<file path="src/rtl/vc_reset_ctrl.sv">
// Reset and run-enable controller for the vc CPU tile: synchronised reset release,
// ena-qualified reset stretch, staggered per-domain release and halt/single-step gating.
module vc_reset_ctrl #(
    parameter int SYNC_STAGES = 2,
    parameter int STRETCH     = 16,
    parameter int NUM_DOMAINS = 2,
    parameter int STAGGER     = 4,
    parameter int STEP_CW     = 8
) (
    input  logic                   clk,
    input  logic                   rst_n,
    input  logic                   ena,
    input  logic                   soft_reset,
    input  logic                   halt_req,
    input  logic                   step_mode,
    input  logic                   step_req,
    output logic [NUM_DOMAINS-1:0] core_reset,
    output logic                   run_ena,
    output logic                   ready,
    output logic [STEP_CW-1:0]     step_count
);

    localparam int SCNT_W  = $clog2(STRETCH + 1);
    localparam int REL_MAX = (NUM_DOMAINS - 1) * STAGGER;
    localparam int RCNT_W  = $clog2(REL_MAX + 2);
    localparam logic [SCNT_W-1:0] SCNT_LAST = SCNT_W'(STRETCH - 1);
    localparam logic [RCNT_W-1:0] RCNT_LAST = RCNT_W'(REL_MAX);

    typedef enum logic [1:0] {
        ST_RESET   = 2'd0,
        ST_STRETCH = 2'd1,
        ST_RELEASE = 2'd2,
        ST_RUN     = 2'd3
    } state_t;

    logic [SYNC_STAGES-1:0] sync_r;
    logic                   rst_sync_s;
    state_t                 state_r, state_s;
    logic [SCNT_W-1:0]      scnt_r, scnt_s;
    logic [RCNT_W-1:0]      rcnt_r, rcnt_s, rcnt_inc_s;
    logic [NUM_DOMAINS-1:0] core_reset_r, core_reset_s;
    logic                   run_ena_r, run_ena_s;
    logic                   ready_r, ready_s;
    logic [STEP_CW-1:0]     step_count_r, step_count_s;
    logic                   step_prev_r;
    logic                   step_rise_s;
    logic                   abort_s;

    // Reset-release synchroniser: asserts asynchronously, releases after SYNC_STAGES edges
    always_ff @(posedge clk or negedge rst_n) begin
        if (!rst_n) begin
            sync_r <= {SYNC_STAGES{1'b0}};
        end else begin
            sync_r <= {sync_r[SYNC_STAGES-2:0], 1'b1};
        end
    end

    assign rst_sync_s  = sync_r[SYNC_STAGES-1];
    assign abort_s     = (~ena) | soft_reset;
    assign step_rise_s = step_req & ~step_prev_r;
    assign rcnt_inc_s  = rcnt_r + RCNT_W'(1);

    // Next-state and next-output logic for the reset sequence and run gating
    always_comb begin
        state_s      = state_r;
        scnt_s       = scnt_r;
        rcnt_s       = rcnt_r;
        core_reset_s = core_reset_r;
        run_ena_s    = 1'b0;
        ready_s      = ready_r;
        step_count_s = step_count_r;

        if ((state_r != ST_RESET) && abort_s) begin
            // An abort restarts the stretch from zero but keeps the step history
            state_s      = ST_STRETCH;
            scnt_s       = {SCNT_W{1'b0}};
            rcnt_s       = {RCNT_W{1'b0}};
            core_reset_s = {NUM_DOMAINS{1'b1}};
            ready_s      = 1'b0;
        end else begin
            case (state_r)
                ST_RESET: begin
                    if (rst_sync_s) begin
                        state_s = ST_STRETCH;
                        scnt_s  = {SCNT_W{1'b0}};
                    end else begin
                        state_s = ST_RESET;
                    end
                end
                ST_STRETCH: begin
                    if (scnt_r == SCNT_LAST) begin
                        core_reset_s[0] = 1'b0;
                        rcnt_s          = {RCNT_W{1'b0}};
                        if (NUM_DOMAINS == 1) begin
                            state_s = ST_RUN;
                            ready_s = 1'b1;
                        end else begin
                            state_s = ST_RELEASE;
                        end
                    end else begin
                        scnt_s = scnt_r + SCNT_W'(1);
                    end
                end
                ST_RELEASE: begin
                    rcnt_s = rcnt_inc_s;
                    for (int i = 1; i < NUM_DOMAINS; i++) begin
                        if (rcnt_inc_s == RCNT_W'(i * STAGGER)) begin
                            core_reset_s[i] = 1'b0;
                        end else begin
                            core_reset_s[i] = core_reset_r[i];
                        end
                    end
                    if (rcnt_inc_s == RCNT_LAST) begin
                        state_s = ST_RUN;
                        ready_s = 1'b1;
                    end else begin
                        state_s = ST_RELEASE;
                    end
                end
                ST_RUN: begin
                    // Halt wins; in step mode only a fresh step_req edge opens one cycle
                    if (halt_req) begin
                        run_ena_s = 1'b0;
                    end else if (step_mode) begin
                        run_ena_s    = step_rise_s;
                        step_count_s = step_count_r + STEP_CW'(step_rise_s);
                    end else begin
                        run_ena_s = 1'b1;
                    end
                end
                default: begin
                    state_s      = ST_RESET;
                    core_reset_s = {NUM_DOMAINS{1'b1}};
                    ready_s      = 1'b0;
                end
            endcase
        end
    end

    // State and registered outputs; rst_n clears everything without waiting for clk
    always_ff @(posedge clk or negedge rst_n) begin
        if (!rst_n) begin
            state_r      <= ST_RESET;
            scnt_r       <= {SCNT_W{1'b0}};
            rcnt_r       <= {RCNT_W{1'b0}};
            core_reset_r <= {NUM_DOMAINS{1'b1}};
            run_ena_r    <= 1'b0;
            ready_r      <= 1'b0;
            step_count_r <= {STEP_CW{1'b0}};
            step_prev_r  <= 1'b0;
        end else begin
            state_r      <= state_s;
            scnt_r       <= scnt_s;
            rcnt_r       <= rcnt_s;
            core_reset_r <= core_reset_s;
            run_ena_r    <= run_ena_s;
            ready_r      <= ready_s;
            step_count_r <= step_count_s;
            step_prev_r  <= step_req;
        end
    end

    assign core_reset = core_reset_r;
    assign run_ena    = run_ena_r;
    assign ready      = ready_r;
    assign step_count = step_count_r;

endmodule

</file>
<file path="config.mk">
export PLATFORM = sky130hd
export DESIGN_NAME = vc_reset_ctrl
export DESIGN_NICKNAME = d
export VERILOG_FILES = /design/src/rtl/vc_reset_ctrl.sv
export SDC_FILE = /design/constraint.sdc
export NUM_CORES = 1
export LEC_CHECK = 0
export CAP_MARGIN = 20
export CORE_MARGIN = 2
export CORE_UTILIZATION = 45
export CTS_BUF_LIST = sky130_fd_sc_hd__clkbuf_2 sky130_fd_sc_hd__clkbuf_4 sky130_fd_sc_hd__clkbuf_8
export CTS_CLUSTER_DIAMETER = 200
export DETAILED_ROUTE_END_ITERATION = 8
export GPL_TIMING_DRIVEN = 0
export PLACE_DENSITY = 0.66
export SLEW_MARGIN = 10
export SYNTH_ARGS = -nofsm -noshare
export SYNTH_HDL_FRONTEND = slang
export SYNTH_SLANG_ARGS = --single-unit
export TNS_END_PERCENT = 30
</file>
<file path="constraint.sdc">
create_clock -name clk -period 2.1 [get_ports clk]
set_input_delay 0.42 -clock clk [delete_from_list [all_inputs] [get_ports clk]]
set_output_delay 0.42 -clock clk [all_outputs]
set_load 0.05 [all_outputs]
</file>
==> qor.txt <==
Status: completed
Library cells used by synthesis: 39
Initial antenna violation count: 0
Largest net degree at the start of global routing: 16
Max Used Layer: met4
Fill cell count: 246
Sequential-to-total area share from yosys stat: 0.475
Placer Congestion: 0.757
Register area: 628 µm²
DR vias/cell: 5.29
Startpoint types: flop
Die Height: 58.2 µm
Met3 WL: 62 µm
Fmax: 0.484 GHz
Yosys warnings: 0
Die Span X: 58.2 µm
Cell count after synthesis: 127
Buffers on Ports: 18
RSZ-0062 raised after global routing: false
Number of CTS-inserted buffers: 3
Layout cells sized above 1: 0.100
First-pass GRT wire length: 4150 µm
Met2 wire len: 1130 µm
Skew-Pair Late Insertion Delay: 0.30 ns
CTS tree: built
Post-place setup slack: -0.232 ns
Vias: 957
Final Hold Vio Count: 0
Util after Layout: 0.576
Io pins: 19
Crit-path cells: clkdlybuf4s50_1
CP max FO: 2
Layout area overhead: 21.1%
CTS sink count: 25
Vias in the first global route: 960
Initial DRC count: 54
CP endpoint kind: primary output
Die area: 3390 µm²
Reg clk slew, reported paths: 0.13 ns
HP Class: flop to flop
# diodes: 0
Fin crit share: 0.983
Area of the core: 2780 µm²
Mapped Area: 1320 µm²
Most common cell after layout, fill and taps aside: dfrtp_1
Drc violations: 0
Worst path bufs/invs: 1
Htree depth: 1
Maximum clock insertion buffer count: 2
CP max-delay cell: clkdlybuf4s50_1
Crit path DAT: 1.65 ns
Routed wire length: 2450 µm
Slew headroom: 0.601
Slowest stage delay, CP: 0.79 ns
Yosys top cell area share: 0.435
Multi-input logic area: 656 µm²
#FFs+latches synth: 25
Ranking of synthesized cells by area: dfrtp_1 (44%), ha_1 (9.5%), dfstp_2 (4.0%)
CTS root buf: clkbuf_4
Initial Util: 0.475
CP Data Required Time: 1.68 ns
Final ANT Viol Nets: 0
Gr usage total: 0.157
Critical setup path kind: flop to primary output
Synth area leader: dfrtp_1
Gr ovfl total: 0
Pleak: 0.747 nW
Max-Cap Viols: 0
Worst slew pin tran: 0.596 ns
Crit path time final: 2.07 ns
Clock skew: 0.00176 ns
Syn_nets: 144
Routed WL per cell: 13.5 µm
Setup violators final: 0
Syn Area/Cell: 10.4 µm²
Post-DP HPWL: 1900 µm
Setup ws final: 0.0348 ns
Num rows: 19
Final slew viol count: 0
Nets: 168
PwrDens: 473 nW/µm²
DRT Pass-1 Iters: 4
Wl on met1: 1240 µm
Peak supply drop: 478 µV
Top cell family by delay on the critical path: buffers and inverters
Most frequent cells in the layout: dfrtp_1 (23), clkdlybuf4s50_1 (17), ha_1 (10), nor2_1 (9)
path summary, 6_finish.rpt:
kind,start,end,slack (ns),cells past startpoint
hold reg to reg,sync_r[0],sync_r[1],0.37,0
setup reg to reg,scnt_r[0],rcnt_r[2],0.15,7
min in group asynchronous,rst_n,rcnt_r[2],0.48,1
setup / recovery,core_reset[0],core_reset[0],0.03,1
max in group asynchronous,rst_n,core_reset[0],1.07,2
hold / removal,sync_r[0],sync_r[1],0.37,0
Yosys cell counts, drive strengths merged:
cell / n
and3b: 1
nand4b: 1
dfrtp: 23
a21oi: 8
a32oi: 1
nor3b: 1
and3: 2
nor4: 2
xnor2: 3
xor2: 4
o21ai: 8
and2: 3
nand3: 7
o311ai: 1
a22oi: 1
ha: 10
mux2i: 2
mux2: 2
nor3: 3
nand2: 6
nand3b: 1
nand2b: 4
a211o: 2
or4: 1
conb: 1
a31oi: 1
nor4b: 1
nor2: 9
o31a: 1
buf: 1
o21a: 1
clkbuf: 1
dfstp: 2
nor2b: 4
inv: 8
cell families (layout without fill, tap and decap cells):
| family | Yosys count | in the layout | synth area share |
|---|---|---|---|
| buffers and inverters | 10 | 33 | 0.0293 |
| other | 1 | 1 | 0.00284 |
| xor gates and xnor gates | 7 | 7 | 0.0520 |
| adders and majority gates | 10 | 10 | 0.0946 |
| and+or+nand+nor | 46 | 46 | 0.204 |
| DFF | 25 | 25 | 0.475 |
| AOI/OAI and AO/OA | 24 | 24 | 0.110 |
| muxes | 4 | 4 | 0.0322 |
layer usage:
layer / GRT usage / vias to the layer above
met2: 0.256 / 13
li1: - / 488
met4: 0.0299 / 0
met5: 0 / -
met3: 0.0201 / 2
met1: 0.224 / 454
registers in the layout (all words and copies together), names as in the netlist:
register,count
step_count,8
scnt_r,5
rcnt_r,3
core_reset,2
state_r,2
sync_r,2
ready,1
run_ena,1
step_prev_r,1
repair_timing:
| action | in CTS | in global routing |
|---|---|---|
| gates resized for setup | 0 | 1 |
| hold buffers | 0 | 0 |
| endpoints found under the hold margin | 0 | 0 |
| endpoints found under the setup margin | 0 | 1 |
| buffers inserted | 0 | 0 |
report_power, final:
part	leakage [nW]	internal [mW]	switching [mW]
Sequential	0.324	0.487	0.00399
Combinational	0.405	0.0227	0.0237
Clock	0.0184	0.0868	0.134
Total	0.747	0.596	0.161
metrics by stage:
step	hold WS, ns	setup TNS, ns	cell area (µm²)	std cells	power (mW)
final	0.365	0	1600	181	0.758
after floorplan	0.124	0	1320	127	0.514
after detailed placement	0.338	-0.325	1570	177	0.548
after CTS	0.368	0	1600	181	0.766
after global placement	0.334	-0.341	1540	176	0.540
after global routing	0.377	0	1600	181	0.791
layout make-up:
type | instances | area share
flip-flops and latches | 25 | 0.392
clock buffers | 4 | 0.0187
well taps | 31 | 0.0242
plain buffers | 2 | 0.00547
multi-input cells | 92 | 0.409
inverters | 8 | 0.0187
repair buffers | 19 | 0.131
No activity file was read; power rests on OpenSTA's default activity.
